--- src/rtl/ring_para_rx.sv ---
// Receive end of the para ring: timestamps each hit and queues it
// in a FIFO that the host register block drains one entry at a time.
module ring_para_rx #(
  parameter int AW   = 4,
  parameter int TS_W = 16
) (
  input  logic             clk_sys,
  input  logic             rst_n,
  input  logic [15:0]      ph_ring,
  input  logic             ph_vld,
  input  logic             clr,
  input  logic             rd_req,
  output logic [TS_W+15:0] rd_data,
  output logic             rd_vld,
  output logic [AW:0]      stu_level,
  output logic             stu_empty,
  output logic             stu_full,
  output logic [15:0]      stu_ovf,
  output logic [15:0]      stu_hits,
  output logic [15:0]      stu_last_ring
);

  localparam int DEPTH = 1 << AW;
  localparam int EW    = TS_W + 16;
  localparam logic [AW:0] LVL_MAX = DEPTH[AW:0];
  localparam logic [AW:0] LVL_ONE = (AW+1)'(1);

  logic [EW-1:0]   mem [DEPTH];
  logic [AW-1:0]   wr_ptr;
  logic [AW-1:0]   rd_ptr;
  logic [AW:0]     level;
  logic [TS_W-1:0] ts_cnt;
  logic            empty;
  logic            full;
  logic            pop;
  logic            push;
  logic            drop;

  assign empty = (level == '0);
  assign full  = (level == LVL_MAX);

  // A pop from a full FIFO frees the slot the same-cycle hit lands in.
  assign pop  = rd_req & ~empty & ~clr;
  assign push = ph_vld & (~full | pop) & ~clr;
  assign drop = ph_vld & full & ~pop & ~clr;

  assign stu_level = level;
  assign stu_empty = empty;
  assign stu_full  = full;

  always_ff @(posedge clk_sys or negedge rst_n) begin
    if (!rst_n) begin
      ts_cnt <= '0;
    end else if (clr) begin
      ts_cnt <= '0;
    end else begin
      ts_cnt <= ts_cnt + TS_W'(1);
    end
  end

  always_ff @(posedge clk_sys or negedge rst_n) begin
    if (!rst_n) begin
      wr_ptr <= '0;
      rd_ptr <= '0;
      level  <= '0;
    end else if (clr) begin
      wr_ptr <= '0;
      rd_ptr <= '0;
      level  <= '0;
    end else begin
      if (push) wr_ptr <= wr_ptr + AW'(1);
      if (pop)  rd_ptr <= rd_ptr + AW'(1);
      unique case (1'b1)
        push & ~pop: level <= level + LVL_ONE;
        pop & ~push: level <= level - LVL_ONE;
        default:     level <= level;
      endcase
    end
  end

  always_ff @(posedge clk_sys) begin
    if (push) mem[wr_ptr] <= {ts_cnt, ph_ring};
  end

  always_ff @(posedge clk_sys or negedge rst_n) begin
    if (!rst_n) begin
      rd_data <= '0;
      rd_vld  <= 1'b0;
    end else begin
      rd_vld <= pop;
      if (pop) rd_data <= mem[rd_ptr];
    end
  end

  always_ff @(posedge clk_sys or negedge rst_n) begin
    if (!rst_n) begin
      stu_ovf       <= '0;
      stu_hits      <= '0;
      stu_last_ring <= '0;
    end else if (clr) begin
      stu_ovf       <= '0;
      stu_hits      <= '0;
      stu_last_ring <= '0;
    end else begin
      if (push) begin
        stu_hits      <= stu_hits + 16'd1;
        stu_last_ring <= ph_ring;
      end
      if (drop && stu_ovf != 16'hFFFF) stu_ovf <= stu_ovf + 16'd1;
    end
  end

endmodule

--- config.mk ---
export PLATFORM = sky130hd
export DESIGN_NAME = ring_para_rx
export DESIGN_NICKNAME = d
export VERILOG_FILES = /design/src/rtl/ring_para_rx.sv
export SDC_FILE = /design/constraint.sdc
export NUM_CORES = 1
export LEC_CHECK = 0
export CAP_MARGIN = 20
export CELL_PAD_IN_SITES_DETAIL_PLACEMENT = 1
export CELL_PAD_IN_SITES_GLOBAL_PLACEMENT = 1
export CORE_UTILIZATION = 57
export DETAILED_ROUTE_END_ITERATION = 12
export PLACE_DENSITY_LB_ADDON = 0.1
export SLEW_MARGIN = 25
export SYNTH_ARGS = -nofsm -noshare
export SYNTH_HDL_FRONTEND = slang
export SYNTH_SLANG_ARGS = --single-unit
--- constraint.sdc ---
create_clock -name clk_sys -period 9.35 [get_ports clk_sys]
set_clock_uncertainty 0.1 [all_clocks]
set_input_delay 1.4025 -clock clk_sys [delete_from_list [all_inputs] [get_ports clk_sys]]
set_output_delay 1.4025 -clock clk_sys [all_outputs]
set_load 0.02 [all_outputs]
==> parameters.txt <==
Parameter                              Value

Synth
  Average size of a mapped cell ... 18.95 µm²
  Async set-reset flop share out of synthesis ... 17.68%
  Flops & latches, synth ... 622
  Post-synthesis cell count ... 1,284
  Post-synth net total ... 1,317
  Number of flops mapped to enable cells by yosys ... 512
  Sequential area share after synthesis ... 74.52%
  Netlist area before placement ... 24,330 µm²
  Commonest register cell after synthesis ... edfxtp_1
  Number of unique standard cell types used by synthesis ... 46
  Count of synthesis-stage warnings from yosys ... 0

CTS
  Count of hold buffers inserted by post-cts repair ... 0
  CTS Sinks ... 622
  Total clock buffers created by CTS ... 60
  Clock transition at path regs ... 0.06 ns
  TritonCTS clock tree ... done
  PostCTS Resize Cnt ... 0
  Max clock buf depth ... 3
  CTS H-Tree Depth ... 2
  Root buffer cell ... clkbuf_16
  Clock Latency Late Sink ... 0.62 ns
  Count of buffers added by post-CTS timing repair for setup ... 0

Routing
  1st-iter DRT viols ... 936
  Count of antenna-violating nets left after detailed routing ... 0
  Wire per inst ... 28.97 µm
  Average via count per standard cell ... 6.252
  Drt total wl ... 58,180 µm
  Count of unresolved DRC violations after routing ... 0
  DR pass1 iterations ... 5
  Total number of vias ... 12,550

Finish
  Share of layout cells above drive strength 1 ... 19.40%
  Layout-stage area growth over the synthesis result ... 16.29%
  Final antenna diode count ... 0
  Final-stage net count ... 1,451

STA
  RSZ-0062 raised after global routing ... no
  Worst Setup Slack, final ... 5.065 ns
  Maximum clock frequency ... 0.2334 GHz
  Worst relative slew slack ... 31.73%
  Worst Max-Slew Pin Slew ... 1.020 ns
  Final cycle utilization of the critical path ... 45.82%
  Setup Total Neg Slack ... 0 ns
  Final period demand of the worst path ... 4.285 ns
  Hold Fails Final Rpt ... 0
  Total setup violations reported at the end of the flow ... 0
  Number of slew-limit violations in the final report ... 0

Floorplan
  Area enclosed by the die boundary ... 43,510 µm²
  Placeable Area ... 42,040 µm²
  Initial standard-cell utilization of the core ... 57.86%
  Die width ... 208.6 µm
  Y dimension of the die ... 208.6 µm
  I/O pins ... 109
  Row count ... 75

Setup path
  Startpoint kind of the worst setup timing path ... input port
  Category of the critical setup timing path ... input port to flip-flop
  Path depth of the worst reg2reg path ... 12
  Critical path launch point ... ph_vld
  Crit-path max cell delay ... 0.74 ns
  Peak fanout along the critical path ... 24
  Critical path endpoint category ... flip-flop
  CP dominant cell by count ... buf_4
  Required time of the critical path ... 9.52 ns
  Arrival time worst endpoint ... 4.46 ns
  Register-to-register setup slack ... 5.80 ns
  RR Endpoint ... stu_level[4]
  CP Cell Sequence ... clkdlybuf4s50_1 -> inv_1 -> a31oi_2 -> buf_4 -> nand2_1 -> nor2_4 -> buf_4
  Crit-path slowest cell ... nor2_4
  FF-to-FF Start ... stu_level[1]
  Capturing element of the worst setup path ... mem[11][14]

Min path
  Start point of the worst hold path ... rd_data[1]
  Hold Path Class ... flip-flop to flip-flop

Global route
  Number of antenna violations at the first check in global routing ... 1
  Largest net degree at the start of global routing ... 114
  Wire length of the first global-routing pass ... 88,190 µm
  Via count of the first global-routing pass ... 14,000
  Gr ovfl total ... 0
  Total global-route track usage ... 27.74%

Power
  Sw Pwr ... 1.653 mW
  Total leakage power ... 9.345 nW
  Clock group share of total power ... 37.4%
  Proportion of total power due to net switching ... 24.83%
  Portion of total power attributed to sequential cells ... 48.3%
  Power Density ... 235.4 nW/µm²
  Combinational fraction of design power ... 14.3%
  Worst ir drop on vdd ... 0.1480 mV
  Internal power ... 5.006 mW

Placed design
  Count of input and output buffers ... 108
  DP Worst Slack ... 4.480 ns
  Final weighted congestion in routability-driven placement ... 0.7766
  DP HPWL ... 33,030 µm

Run
  Maximum capacitance violations ... 0

Outcome
  Outcome ... complete, no violations
-- through the flow --
| step | util (%) | cells | total power [mW] | hold slack (ns) | cell area [µm²] |
|---|---|---|---|---|---|
| after floorplan | - | 1284 | 3.823 | 0.4561 | 24330 |
| after global placement | 62.09 | 1890 | 4.187 | 0.3743 | 26100 |
| after detailed placement | 62.33 | 1894 | 4.223 | 0.3814 | 26210 |
| after CTS | 67.21 | 2007 | 6.707 | 0.4042 | 28250 |
| after global routing | 67.29 | 2008 | 6.850 | 0.4393 | 28290 |
| final | 67.29 | 2008 | 6.660 | 0.3991 | 28290 |
-- layout make-up --
class	instances	area [µm²]
repair buffers	137	1406
inverters	15	56.30
multi-input cells	582	5963
fillers	3500	13750
clock inverters	30	349.1
flip-flops and latches	622	18140
clock buffers	83	1700
well taps	539	674.4
-- cells by family after synthesis --
family / synth area share, %
compound gates: 2.222
xor+xnor: 1.620
mux: 14.75
fa+ha+maj: 0.6481
flops: 74.52
buf+inv: 1.414
simple gates: 4.825
-- Yosys cell counts (2+ instances only) --
cell	instances	area, µm²
mux2i_1	66	660.6
clkbuf_1	30	112.6
a21oi_1	26	130.1
buf_4	3	22.52
inv_1	14	52.55
nor4_1	8	50.05
mux2_2	4	45.04
edfxtp_1	512	15370
nor2b_1	3	18.77
a211oi_1	3	22.52
nand3_1	22	110.1
o21ai_0	6	30.03
ha_1	11	137.6
dfrtp_1	110	2753
and4_1	2	17.52
nand2b_1	4	25.02
and2_1	2	12.51
o221ai_1	33	289.0
mux4_2	128	2883
nand2_1	88	330.3
nand3b_1	2	15.01
nor3_1	14	70.07
or4_1	3	22.52
buf_2	26	130.1
nand4_1	13	81.33
nor2_1	66	247.7
a21o_1	3	22.52
xnor2_1	19	166.4
or3b_2	2	17.52
and3_1	3	18.77
buf_1	6	22.52
a31oi_1	4	25.02
xor2_1	26	227.7
or3_1	10	62.56
-- state kept, by name, indices dropped and copies added, names as in the netlist --
| signal | count |
|---|---|
| stu_ovf | 16 |
| stu_level | 5 |
| rd_data | 32 |
| ts_cnt | 16 |
| stu_hits | 16 |
| wr_ptr | 4 |
| mem | 512 |
| rd_vld | 1 |
| rd_ptr | 4 |
| stu_last_ring | 16 |
-- layout by cell type (no fill, tap or decap), types with 19 or more instances in the layout --
| cell | instances |
|---|---|
| edfxtp_1 | 512 |
| mux4_2 | 128 |
| dfrtp_1 | 107 |
| clkdlybuf4s50_1 | 106 |
| nand2_1 | 88 |
| mux2i_1 | 66 |
| clkbuf_16 | 62 |
| nor2_1 | 58 |
| o221ai_1 | 33 |
| xor2_1 | 26 |
| a21oi_1 | 26 |
| buf_4 | 23 |
| nand3_1 | 22 |
| xnor2_1 | 19 |
-- worst max-delay path, delay by kind of cell --
kind                   cells  cell delay (ns)
buffers and inverters      4             1.61
and+or+nand+nor            2             1.23
AOI/OAI and AO/OA          1             0.19
-- per-layer routing --
metal	vias to the layer above	GRT usage (%)	part of all wire [%]	wire length [µm]
li1	5372	-	-	-
met1	6661	36.80	41	23600
met3	106	4.959	5.7	3304
met4	2	9.533	2.9	1713
met2	413	46.89	51	29540
met5	-	0	0.021	12
-- worst min-delay path by stage --
stage                     slack, ns  depth (start not counted)          end
final                          0.40                          2   rd_data[1]
after global routing           0.44                          2  rd_data[12]
after global placement         0.37                          2   rd_data[1]
after detailed placement       0.38                          2   rd_data[1]
after floorplan                0.46                          2    wr_ptr[1]
after CTS                      0.40                          2   rd_data[1]
-- power by group through the flow --
| stage | clock [mW] | combinational [mW] | sequential [mW] |
|---|---|---|---|
| 2_1_floorplan | 0 | 0.512 | 3.31 |
| 5_1_grt | 2.60 | 1.02 | 3.23 |
| 4_1_cts | 2.53 | 0.961 | 3.22 |
| 3_5_place_dp | 0 | 0.948 | 3.27 |
| 3_3_place_gp | 0 | 0.918 | 3.27 |
| 6_report | 2.49 | 0.954 | 3.22 |
(Power assumes the default switching activity.)
